<file path="config.mk">
export PLATFORM = sky130hd
export DESIGN_NAME = bcd_counter_nd
export DESIGN_NICKNAME = d
export VERILOG_FILES = /design/src/rtl/bcd_counter_nd.sv
export SDC_FILE = /design/constraint.sdc
export NUM_CORES = 1
export LEC_CHECK = 0
export ABC_AREA = 1
export BUFFER_PORTS_ARGS = -buffer_cell sky130_fd_sc_hd__buf_2
export CAP_MARGIN = 20
export CORE_MARGIN = 5
export CORE_UTILIZATION = 40
export DETAILED_ROUTE_END_ITERATION = 8
export HOLD_SLACK_MARGIN = 0.02
export SLEW_MARGIN = 15
export SYNTH_ARGS = -nofsm -noshare
export SYNTH_HDL_FRONTEND = slang
export SYNTH_SLANG_ARGS = --single-unit
</file>
<file path="constraint.sdc">
create_clock -name clk -period 3.6 [get_ports clk]
set_input_delay 0.54 -clock clk [delete_from_list [all_inputs] [get_ports clk]]
set_output_delay 0.54 -clock clk [all_outputs]
set_load 0.01 [all_outputs]
</file>
<file path="src/rtl/bcd_counter_nd.sv">
// bcd_counter_nd: parametrised multi-digit BCD up/down counter with
// parallel load, wrap/saturate mode and a cascadable wrap pulse.
// Ports:
//   clk       rising-edge clock
//   reset     asynchronous active-low reset
//   en        count enable, one step per clock
//   up_dn     1 = count up, 0 = count down
//   load      parallel load request (priority over en)
//   load_val  BCD value to load, digit i = bits [4i+3:4i]
//   count     current BCD value, digit 0 least significant
//   wrap      one-cycle pulse when count wrapped max->0 or 0->max
//   at_max    count is all nines
//   at_min    count is zero
//   load_err  one-cycle pulse when a load held a non-BCD digit
module bcd_counter_nd #(
   parameter int DIGITS = 4,
   parameter bit WRAP   = 1'b1
) (
   input  logic                  clk,
   input  logic                  reset,
   input  logic                  en,
   input  logic                  up_dn,
   input  logic                  load,
   input  logic [4*DIGITS-1:0]   load_val,
   output logic [4*DIGITS-1:0]   count,
   output logic                  wrap,
   output logic                  at_max,
   output logic                  at_min,
   output logic                  load_err
);

   localparam int W = 4 * DIGITS;

   logic [W-1:0] step_val;
   logic         edge_hit;
   logic         lv_ok;

   // Ripple carry/borrow: edge_hit survives the loop only when every
   // digit was 9 (up) or 0 (down), i.e. the step crosses max/min.
   always_comb begin
      step_val = count;
      edge_hit = 1'b1;
      lv_ok    = 1'b1;
      for (int i = 0; i < DIGITS; i++) begin
         if (load_val[4*i +: 4] > 4'd9)
            lv_ok = 1'b0;
         if (edge_hit) begin
            if (up_dn) begin
               if (count[4*i +: 4] == 4'd9) begin
                  step_val[4*i +: 4] = 4'd0;
               end else begin
                  step_val[4*i +: 4] = count[4*i +: 4] + 4'd1;
                  edge_hit = 1'b0;
               end
            end else begin
               if (count[4*i +: 4] == 4'd0) begin
                  step_val[4*i +: 4] = 4'd9;
               end else begin
                  step_val[4*i +: 4] = count[4*i +: 4] - 4'd1;
                  edge_hit = 1'b0;
               end
            end
         end
      end
   end

   assign at_max = (count == {DIGITS{4'h9}});
   assign at_min = (count == '0);

   always_ff @(posedge clk or negedge reset) begin
      if (!reset) begin
         count    <= '0;
         wrap     <= 1'b0;
         load_err <= 1'b0;
      end else begin
         wrap     <= 1'b0;
         load_err <= 1'b0;
         if (load) begin
            if (lv_ok)
               count <= load_val;
            else
               load_err <= 1'b1;
         end else if (en) begin
            // Crossing max/min: wrap mode takes the rolled-over value,
            // saturate mode simply holds.
            if (edge_hit) begin
               if (WRAP) begin
                  count <= step_val;
                  wrap  <= 1'b1;
               end
            end else begin
               count <= step_val;
            end
         end
      end
   end

endmodule

</file>
# [After elaboration in Yosys (flattened, before gate mapping)]
# Index checks and enable logic that the tools add are counted.
[totals] reg_bits=18 input_bits=21 output_inout_bits=20 wordCells=79
[op_classes] add_sub_neg=8 magnitude_cmp=4 eq_ne=6 mux=42 n_reduce_logical=13
[ops] op="$mux W4" count=15
[ops] op="$mux W16" count=3
[ops] op="$mux W1" count=24
[ops] op="$add A4 B1 Y4 const B" count=4
[ops] op="$eq A16 B16 Y1 const B" count=1
[ops] op="$eq A4 B4 Y1 const B" count=4
[ops] op="$gt A4 B4 Y1 const B" count=4
[ops] op="$logic_not A16 Y1" count=1
[ops] op="$logic_not A4 Y1" count=4
[ops] op="$sub A4 B1 Y4 const B" count=4
[ops] op="$reduce_and A3 Y1" count=3
[ops] op="$reduce_bool A2 Y1" count=4
[ops] op="$ne A2 B1 Y1 const B" count=1
[ops] op="$reduce_and A2 Y1" count=1

# [Longest topological paths before layout]
[logic_depth] depth_word=9 depth_mapped=11 ltp_nobuf=11

# [Worst setup path before layout]
# Ideal clock, no wire load.
[synth_path] kind="register to output" startpoint="reg count[12]" endpoint="out at_min" arrival_time_ps=1337 t_required_ps=3060 slack_ps=1723 path_stages_with_launch=7 path_buffers=1 path_cell_list="dfrtp_1 -> clkbuf_1 -> nor2_1 -> nand2_1 -> nor2_1 -> inv_1 -> nor4_1"
[synth_via] elab_chain_cells=1
[synth_lines] item="start: declaration" line_no="25" text="output logic [4*DIGITS-1:0] count,"
[synth_lines] item="start signal: assignment" line_no="80" text="count <= load_val;"
[synth_lines] item="start signal: assignment" line_no="88" text="count <= step_val;"
[synth_lines] item="start signal: assignment" line_no="92" text="count <= step_val;"
[synth_lines] item="$logic_not A16 Y1" line_no="68" text="assign at_min = (count == '0);"
[synth_lines] item="end: declaration" line_no="28" text="output logic at_min,"
# Every way passes these cells.

# [Final worst setup path]
# Same ends and word-level chain as after synthesis.

==> results_dict.tcl <==
set metrics [dict create \
    status "completed" \
    grt_usage_pct 16.3 \
    grt_pass1_vias 1456 \
    ys_ff_latch 18 \
    crit_path_end_kind "primary output" \
    p_switching_uw 423 \
    synth.top_cell.area_share_pct 28.5 \
    fin_setup_tns_ns 0 \
    rows 22 \
    num_vias 1740 \
    async_flop_share_pct 100 \
    drive_above_1_share_pct 22.8 \
    crit_required_ns 3.06 \
    setup_violations 0 \
    diodes 0 \
    seq_power_share_pct 36.2 \
    gp_congestion 0.814 \
    p_clk_share_pct 18.0 \
    layout_min_cycle_time_ns 2.22 \
    cts_setup_buffers 0 \
    num-nets-final 324 \
    p_leak_uw 0.00104 \
    synthFlopType "dfrtp_1" \
    ant_nets 0 \
    h-tree-depth 1 \
    synth_cells 267 \
    tightest_slew_ns 0.461 \
    hold_class "input port to asynchronous set/reset pin" \
    power.density_mw_per_mm2 503 \
    hpwl_um 3210 \
    seq_area_um2 450 \
    yosysMostFrequentCell "nand2_1" \
    max_freq_ghz 0.450 \
    die-area_mm2 0.00530 \
    ys_warn_count 0 \
    ir_drop_mv 0.208 \
    port_buffers 40 \
    wl_per_cell_um 12.1 \
    start_kind "flip-flop" \
    grt_first_pass_wirelength_um 6880 \
    synth_nets 288 \
    core_mm2 0.00374 \
    area_growth_pct 17.3 \
    io_pins 41 \
    insertion_delay_ns 0.25 \
    crit_fanout 9 \
    total_power_uw 931 \
    synth_area_leaders "dfrtp_1 29%, nand2_1 25%, nand3_1 8.9%" \
    combPwrFrac_pct 45.8 \
    die_w_um 72.8 \
    hold_violations 0 \
    cts_buffers 3 \
    cts_sinks 18 \
    start_util_pct 42.1 \
    yosysSeqAreaShare_pct 28.5 \
    drtIter0Drc 87 \
    swShare_pct 45.4 \
    synth_edf_count 0 \
    p_int_uw 508 \
    cts_repair_resize_count 0 \
    detail_route.vias_per_cell 4.97 \
    worstPathArrival_ns 1.68 \
    syn_area_mm2 0.00158 \
    n_fill_cell 404 \
    routed_wl_um 4240 \
    slew_viol_final 0 \
    clock_skew_ns 0.00168 \
    period_share_pct 61.8 \
    synthTopCellsByCount "107 x nand2_1, 28 x nand3_1, 18 x dfrtp_1, 18 x inv_1, 17 x nor2_1" \
    path_class "flip-flop to primary output" \
    clkTransAtPathRegs_ns 0.07 \
    die_y_um 72.8 \
    grt_max_degree 21 \
    antenna_found_initial 0 \
    cts_tree "built" \
    synth_area_per_cell_um2 5.91 \
    rsz0062_at_grt "no" \
    cts_hold_buffers 0 \
    yosysTopAreaCell "dfrtp_1" \
    multi_input_area_um2 991 \
    drv_cap 0 \
    drtPass1Iterations 4 \
    drc_errors 0 \
    clockBufferDepth 2 \
    gr-total-overflow 0 \
    cts_root_buf "clkbuf_8" \
    ys_types 31 \
    slew_headroom_pct 69.2 \
]
==> final timing paths <==
check,from,endpoint,slack [ns],cells past startpoint
worst max-delay path,count[12]$_DFFE_PN0P_,at_min,1.38,6
worst min-delay path,reset,count[14]$_DFFE_PN0P_,0.22,1
worst max register to register,count[1]$_DFFE_PN0P_,count[15]$_DFFE_PN0P_,2.04,10
worst min register to register,count[14]$_DFFE_PN0P_,count[14]$_DFFE_PN0P_,0.57,2
max in group asynchronous,reset,count[11]$_DFFE_PN0P_,3.08,1
min in group clk,count[14]$_DFFE_PN0P_,count[14]$_DFFE_PN0P_,0.57,2
==> through the flow <==
step	hold WS, ns	utilization (%)	cell area [um2]	setup WS, ns	cells
2_1_floorplan	0.244	-	1580	1.72	267
3_3_place_gp	0.508	48.0	1800	1.63	346
3_5_place_dp	0.503	48.0	1800	1.55	346
4_1_cts	0.225	49.4	1850	1.37	350
5_1_grt	0.251	49.4	1850	1.14	350
6_report	0.221	49.4	1850	1.38	350
==> power by group through the flow <==
stage	Clock, uW	Combinational [uW]	Sequential [uW]
after detailed placement	0	428	340
after global placement	0	429	341
after CTS	171	430	337
final	167	427	337
after floorplan	0	302	337
after global routing	181	488	349
==> routing by layer <==
layer	GRT usage (%)	up-vias	part of all wire, %
li1	-	926	-
met1	23.5	762	47
met2	25.1	50	45
met3	4.13	2	7.1
met4	1.84	0	0.57
met5	0	-	0
==> final cells by class <==
type                       instances  area share [%]
tap                               48            3.25
sequential                        18            24.3
timing repair buffer              40            10.8
multi-input combinational        215            53.5
clock buffer                       4            2.97
inverter                          25            5.07
==> kinds of logic after synthesis <==
logic type,after synthesis,synth area share [%]
AOI/OAI and AO/OA,34,11.6
xor gates and xnor gates,2,1.11
DFF,18,28.5
and+or+nand+nor,178,49.5
muxes,1,0.634
buffers and inverters,34,8.64
==> critical path, cell delays in order, from the launching register on <==
cell and delay [ns]:
dfrtp_1 0.48, nor2_1 0.25, nand2_1 0.12, nor2_1 0.20, inv_1 0.07, nor4_1 0.14
buf_2 0.17
==> state kept, by name (all words and copies together) (netlist names) <==
name and count:
wrap 1, load_err 1, count 16
==> layout by cell type, fill, tap and decap left out, types with 2 or more instances in the layout <==
cell type	count
buf_2	40
nor4_1	2
inv_1	18
o21ai_0	15
nand2_4	2
o21ai_1	8
clkbuf_8	4
dfrtp_1	18
inv_2	7
or2_2	2
nand4_1	2
a21oi_1	6
nand2_1	107
xor2_1	2
nor2_1	17
nor2_2	6
nand3_1	28
nor3_1	3
nand2_2	6
Power figures use the tool's default switching activity.
